## config.mk

```make
export PLATFORM = sky130hd
export DESIGN_NAME = t01_debounce_multi
export DESIGN_NICKNAME = d
export VERILOG_FILES = /design/src/rtl/t01_debounce_pkg.sv /design/src/rtl/t01_debounce_chan.sv /design/src/rtl/t01_debounce_multi.sv
export SDC_FILE = /design/constraint.sdc
export NUM_CORES = 1
export LEC_CHECK = 0
export ABC_AREA = 1
export CORE_ASPECT_RATIO = 1.4
export CORE_MARGIN = 3
export CORE_UTILIZATION = 55
export DETAILED_ROUTE_END_ITERATION = 7
export PLACE_DENSITY = 0.75
export SLEW_MARGIN = 20
export SYNTH_ARGS = -nofsm -noshare
export SYNTH_HDL_FRONTEND = slang
export SYNTH_SLANG_ARGS = --single-unit
```

## constraint.sdc

```tcl
create_clock -name clk_i -period 1.5 [get_ports clk_i]
set_input_delay 0.3 -clock clk_i [delete_from_list [all_inputs] [get_ports clk_i]]
set_output_delay 0.3 -clock clk_i [all_outputs]
set_load 0.01 [all_outputs]
```

## src/rtl/t01_debounce_pkg.sv

```systemverilog
// Shared constants, width helper and hold-phase encoding for the multi-channel debouncer.
package t01_debounce_pkg;

    localparam int DEF_N_CH         = 4;
    localparam int DEF_TICK_DIV     = 250000;
    localparam int DEF_STABLE_CNT   = 3;
    localparam int DEF_HOLD_TICKS   = 100;
    localparam int DEF_REPEAT_TICKS = 25;

    // Bits needed to hold any value 0..maxVal, never fewer than one.
    function automatic int widthFor(input int maxVal);
        return (maxVal < 1) ? 1 : $clog2(maxVal + 1);
    endfunction

    typedef enum logic [1:0] {
        HOLD_OFF,
        HOLD_WAIT,
        HOLD_RPT,
        HOLD_SAT
    } holdState_t;

endpackage

```

## src/rtl/t01_debounce_chan.sv

```systemverilog
// One debounce channel: tick-sampled stability filter, edge pulses and auto-repeat.
module t01_debounce_chan
    import t01_debounce_pkg::*;
#(
    parameter int STABLE_CNT   = DEF_STABLE_CNT,
    parameter int HOLD_TICKS   = DEF_HOLD_TICKS,
    parameter int REPEAT_TICKS = DEF_REPEAT_TICKS
) (
    input  logic clk_i,
    input  logic rst_i,
    input  logic tick_i,
    input  logic sync_i,
    output logic level_o,
    output logic press_o,
    output logic release_o,
    output logic repeat_o
);

    localparam int SW = widthFor(STABLE_CNT - 1);
    localparam int HW = widthFor(HOLD_TICKS - 1);
    localparam int RW = widthFor((REPEAT_TICKS > 0) ? REPEAT_TICKS - 1 : 0);

    localparam logic [SW-1:0] STABLE_LAST = SW'(STABLE_CNT - 1);
    localparam logic [HW-1:0] HOLD_LAST   = HW'(HOLD_TICKS - 1);
    localparam logic [RW-1:0] REP_LAST    = RW'((REPEAT_TICKS > 0) ? REPEAT_TICKS - 1 : 0);
    localparam bit            REPEAT_EN   = (REPEAT_TICKS > 0);

    holdState_t    state_q, state_d;
    logic [SW-1:0] stable_q, stable_d;
    logic [HW-1:0] hold_q, hold_d;
    logic [RW-1:0] rep_q, rep_d;
    logic          level_q, level_d;
    logic          press_q, press_d;
    logic          release_q, release_d;
    logic          repeat_q, repeat_d;
    logic          disagree;
    logic          flip;

    always_ff @(posedge clk_i) begin
        if (rst_i) begin
            state_q   <= HOLD_OFF;
            stable_q  <= '0;
            hold_q    <= '0;
            rep_q     <= '0;
            level_q   <= 1'b0;
            press_q   <= 1'b0;
            release_q <= 1'b0;
            repeat_q  <= 1'b0;
        end else begin
            state_q   <= state_d;
            stable_q  <= stable_d;
            hold_q    <= hold_d;
            rep_q     <= rep_d;
            level_q   <= level_d;
            press_q   <= press_d;
            release_q <= release_d;
            repeat_q  <= repeat_d;
        end
    end

    assign disagree = (sync_i != level_q);
    assign flip     = tick_i && disagree && (stable_q == STABLE_LAST);

    // A flip tick owns the pulse outputs; hold/repeat only advance on the other ticks.
    always_comb begin
        state_d   = state_q;
        stable_d  = stable_q;
        hold_d    = hold_q;
        rep_d     = rep_q;
        level_d   = level_q;
        press_d   = 1'b0;
        release_d = 1'b0;
        repeat_d  = 1'b0;

        if (tick_i) begin
            if (!disagree || flip) begin
                stable_d = '0;
            end else begin
                stable_d = stable_q + 1'b1;
            end
        end

        if (flip) begin
            level_d   = ~level_q;
            press_d   = ~level_q;
            release_d = level_q;
            hold_d    = '0;
            rep_d     = '0;
            state_d   = level_q ? HOLD_OFF : HOLD_WAIT;
        end else if (tick_i) begin
            case (state_q)
                HOLD_WAIT: begin
                    if (hold_q == HOLD_LAST) begin
                        repeat_d = REPEAT_EN;
                        state_d  = REPEAT_EN ? HOLD_RPT : HOLD_SAT;
                    end else begin
                        hold_d = hold_q + 1'b1;
                    end
                end
                HOLD_RPT: begin
                    if (rep_q == REP_LAST) begin
                        rep_d    = '0;
                        repeat_d = 1'b1;
                    end else begin
                        rep_d = rep_q + 1'b1;
                    end
                end
                default: begin
                    state_d = state_q;
                end
            endcase
        end
    end

    assign level_o   = level_q;
    assign press_o   = press_q;
    assign release_o = release_q;
    assign repeat_o  = repeat_q;

endmodule

```

## src/rtl/t01_debounce_multi.sv

```systemverilog
// Multi-channel button debouncer: per-bit synchronizers, one shared sample prescaler,
// and an independent filter/repeat channel per button.
module t01_debounce_multi
    import t01_debounce_pkg::*;
#(
    parameter int N_CH         = DEF_N_CH,
    parameter int TICK_DIV     = DEF_TICK_DIV,
    parameter int STABLE_CNT   = DEF_STABLE_CNT,
    parameter int HOLD_TICKS   = DEF_HOLD_TICKS,
    parameter int REPEAT_TICKS = DEF_REPEAT_TICKS
) (
    input  logic            clk_i,
    input  logic            rst_i,
    input  logic [N_CH-1:0] pb_i,
    output logic [N_CH-1:0] level_o,
    output logic [N_CH-1:0] press_o,
    output logic [N_CH-1:0] release_o,
    output logic [N_CH-1:0] repeat_o
);

    localparam int            PW       = widthFor(TICK_DIV - 1);
    localparam logic [PW-1:0] PRE_LAST = PW'(TICK_DIV - 1);

    logic [N_CH-1:0] sync1_q;
    logic [N_CH-1:0] sync2_q;
    logic [PW-1:0]   preCnt_q, preCnt_d;
    logic            tick;

    always_ff @(posedge clk_i) begin
        if (rst_i) begin
            sync1_q  <= '0;
            sync2_q  <= '0;
            preCnt_q <= '0;
        end else begin
            sync1_q  <= pb_i;
            sync2_q  <= sync1_q;
            preCnt_q <= preCnt_d;
        end
    end

    // With TICK_DIV=1 the counter sits at zero and tick stays high every cycle.
    assign tick = (preCnt_q == PRE_LAST);

    always_comb begin
        preCnt_d = preCnt_q + 1'b1;
        if (tick) begin
            preCnt_d = '0;
        end
    end

    for (genvar g = 0; g < N_CH; g++) begin : gChan
        t01_debounce_chan #(
            .STABLE_CNT  (STABLE_CNT),
            .HOLD_TICKS  (HOLD_TICKS),
            .REPEAT_TICKS(REPEAT_TICKS)
        ) uChan (
            .clk_i    (clk_i),
            .rst_i    (rst_i),
            .tick_i   (tick),
            .sync_i   (sync2_q[g]),
            .level_o  (level_o[g]),
            .press_o  (press_o[g]),
            .release_o(release_o[g]),
            .repeat_o (repeat_o[g])
        );
    end

endmodule

```

==> impl_metrics.json <==
{
  "fin_crit_sh_pct": 108.5,
  "start_kind": "flop",
  "clk_latency_ns": 0.36,
  "hp-start": "sync1_q[3]$_SDFF_PP0_",
  "wl_um": 14500,
  "r2r_start": "preCnt_q[12]$_SDFF_PP0_",
  "grt_pass1_vias": 5098,
  "outcome": "finished with violations",
  "ys_warn_count": 0,
  "synth-seq-cells": 106,
  "critPathKind": "reg2reg",
  "required_ns": 1.74,
  "preCtsSetupSlack_ns": -0.2847,
  "hold_path.class": "reg2reg",
  "die_w_um": 90.56,
  "synth_area_leader_cell": "dfxtp_1",
  "antenna_found_initial": 0,
  "crit_buf_inv": 4,
  "finalCriticalPeriod_ns": 1.627,
  "synth_top_family_by_area": "simple AND/OR/NAND/NOR gates",
  "final_cells": 1017,
  "setup_violations": 79,
  "synthAdderAreaFrac_pct": 5.682,
  "ios": 22,
  "final_cell_mix": "nand2_1 (150), inv_1 (117), dfxtp_1 (94), nor2_1 (73), buf_4 (61)",
  "slew_violations": 0,
  "dr.pass1.iters": 5,
  "p_per_area_nw_per_um2": 724.9,
  "syn_avg_cell_area_um2": 6.934,
  "maxCapViolations": 0,
  "final_nets": 911,
  "fin_skew_ns": 0.01693,
  "fin_area_um2": 7288,
  "r2r-end": "gChan[2].uChan.state_q[0]$_SDFFE_PP0P_",
  "htree_levels": 3,
  "syn2layout_area_growth_pct": 32.39,
  "die_area_um2": 11260,
  "seq_area_frac_synth_pct": 38.55,
  "core_area_um2": 9617,
  "crit_top_cell": "nand2_1",
  "synthSimpleGateAreaFrac_pct": 32.25,
  "irDropWorstVdd_v": 0.0006287,
  "place_area_um2": 6261,
  "cts_buffer_depth": 2,
  "synthCells": 794,
  "synth_nets": 825,
  "clock_sinks": 106,
  "slew_headroom_pct": 67.04,
  "vias": 5439,
  "max_slew.worst_pin.slew_ns": 0.4906,
  "rows": 42,
  "syn-cell-area_um2": 5505,
  "grt_first_pass_wirelength_um": 21440,
  "clk_pin_slew_ns": 0.08,
  "dr.first_iter.drc_count": 297,
  "layout_commonest_cell": "nand2_1",
  "cp_max_fo": 12,
  "cts-root-buf": "clkbuf_16",
  "synth.top_cell.area_share_pct": 38.55,
  "gp_congestion": 0.8810,
  "rsz0062_at_grt": "true",
  "viasPerCell": 5.348,
  "die_y_um": 124.4,
  "start_util_pct": 57.25,
  "violations": "setup timing",
  "fin_ws_ns": -0.1269,
  "numCtsBuffers": 9,
  "grt.total_usage_pct": 22.90,
  "hold_end": "sync2_q[3]$_SDFF_PP0_",
  "ant_nets": 0,
  "critPathSlowestCell": "dfxtp_1",
  "utilization_pct": 75.79,
  "yosysUniqueCellTypes": 30,
  "antenna-diode-count": 0,
  "path_delay_family": "simple AND/OR/NAND/NOR gates",
  "min_path_cells": 2,
  "grt_max_degree": 26,
  "route.detailed.drc": 0,
  "finalHoldViolations": 0,
  "reg2regPathDepth": 11,
  "cpPeakStageDelay_ns": 0.39,
  "place.port_buffers": 21,
  "fill_cells": 655,
  "synthMuxAreaShare_pct": 0,
  "crit_path_end_kind": "flop",
  "max_freq_mhz": 614.7,
  "dp.cells": 988,
  "r2r_slack_ns": -0.13,
  "p_leak_uw": 0.003056,
  "crit_chain": "inv_2 -> nor2_1 -> nand2_1 -> nor2_4 -> inv_2 -> nor2_8 -> buf_12 -> clkbuf_16 -> nand2_1 -> nand2_1 -> o21ai_0",
  "synthXorXnorAreaFrac_pct": 3.341,
  "grt_overflow": 0,
  "cp.arrival_ns": 1.87,
  "post-dp-hpwl_um": 9074,
  "wl_per_cell_um": 14.25,
  "totalPowerFinal_uw": 5284,
  "ys_top_cells_by_area": "dfxtp_1 (39%), nand2_1 (12%), inv_1 (8.3%)",
  "drive_gt1_share_pct": 26.21,
  "synth_compound_area_share_pct": 7.682,
  "cts_tree": "done"
}
-- timing repair --
item	4_1_cts	5_1_grt
setup endpoints to repair	110	92
hold buffers	0	0
setup buffers	3	6
resized for setup	63	127
cloned	1	3
hold endpoints to repair	0	0
pin swaps	12	27
-- logic make-up (layout without fill, tap and decap cells) --
kind of cell             after synthesis  after routing
AND/OR/NAND/NOR                      403            403
AO/OA/AOI/OAI                         83             83
adder cells (fa/ha/maj)               25             25
XOR/XNOR                              21             21
buffers and inverters                156            247
flip-flops                           106            106
-- tightest hold or removal path, cell delays in order (launching register included) --
cell and delay, ns:
dfxtp_1 0.30, inv_1 0.04, nor2_1 0.03
-- worst max-delay path by stage --
stage | endpoint | slack (ns) | startpoint | cells after the start
after global routing | gChan[0].uChan.hold_q[0]$_SDFFE_PP0P_ | -0.23 | preCnt_q[0]$_SDFF_PP0_ | 10
after floorplan | preCnt_q[16]$_SDFF_PP0_ | 0.01 | preCnt_q[0]$_SDFF_PP0_ | 8
after detailed placement | gChan[3].uChan.rep_q[4]$_SDFFE_PP0P_ | -0.28 | preCnt_q[0]$_SDFF_PP0_ | 9
final | gChan[2].uChan.state_q[0]$_SDFFE_PP0P_ | -0.13 | preCnt_q[12]$_SDFF_PP0_ | 11
after CTS | gChan[1].uChan.level_o$_SDFFE_PP0P_ | -0.09 | preCnt_q[1]$_SDFF_PP0_ | 8
after global placement | gChan[1].uChan.rep_q[0]$_SDFFE_PP0P_ | -0.22 | preCnt_q[0]$_SDFF_PP0_ | 9
-- Yosys cell counts (all sizes together) --
library cell,number
o21a,1
nor3,16
dfxtp,106
nand3b,1
nand3,48
clkinv,1
clkbuf,2
inv,125
nand4,35
o22ai,3
xnor2,6
nor2,111
nor3b,2
buf,28
o21ai,23
ha,25
a31oi,1
a21oi,55
or2,5
nand2,185
xor2,15
-- flip-flops by register name, summed over array words and instances (netlist names), 8 cells and up --
register and count:
gChan.uChan.state_q 8, gChan.uChan.stable_q 8, preCnt_q 18, gChan.uChan.rep_q 20, gChan.uChan.hold_q 28
-- metal layers --
metal  share of wire (%)  vias up  track usage (%)
met1                  39     2532            24.46
met2                  52      172            42.99
met5                   0        -                0
met4                 3.9        0            10.82
met3                 4.2       56            3.746
li1                    -     2679                -
-- metrics by stage --
step	hold WS, ns	TNS [ns]
6_report	0.4047	-5.076
3_3_place_gp	0.3893	-10.69
4_1_cts	0.4058	-1.415
5_1_grt	0.4205	-12.25
3_5_place_dp	0.3955	-14.19
2_1_floorplan	0.3883	0
-- power breakdown --
group          switching [uW]  total (uW)  internal, uW
Sequential               12.1        2840          2830
Combinational             103         195          91.2
Clock                    1110        2250          1140
Total                    1230        5280          4060
-- area by class of cell --
| cell class | count | area (um^2) | area share, % |
|---|---|---|---|
| clock buffers | 9 | 225.2 | 3.090 |
| clock inverters | 7 | 51.30 | 0.7039 |
| inverters | 126 | 485.5 | 6.661 |
| multi-input cells | 532 | 3198 | 43.88 |
| flip-flops and latches | 106 | 2137 | 29.32 |
| well taps | 132 | 165.2 | 2.266 |
| repair buffers | 105 | 1026 | 14.08 |
No activity file was read; power rests on OpenSTA's default activity.
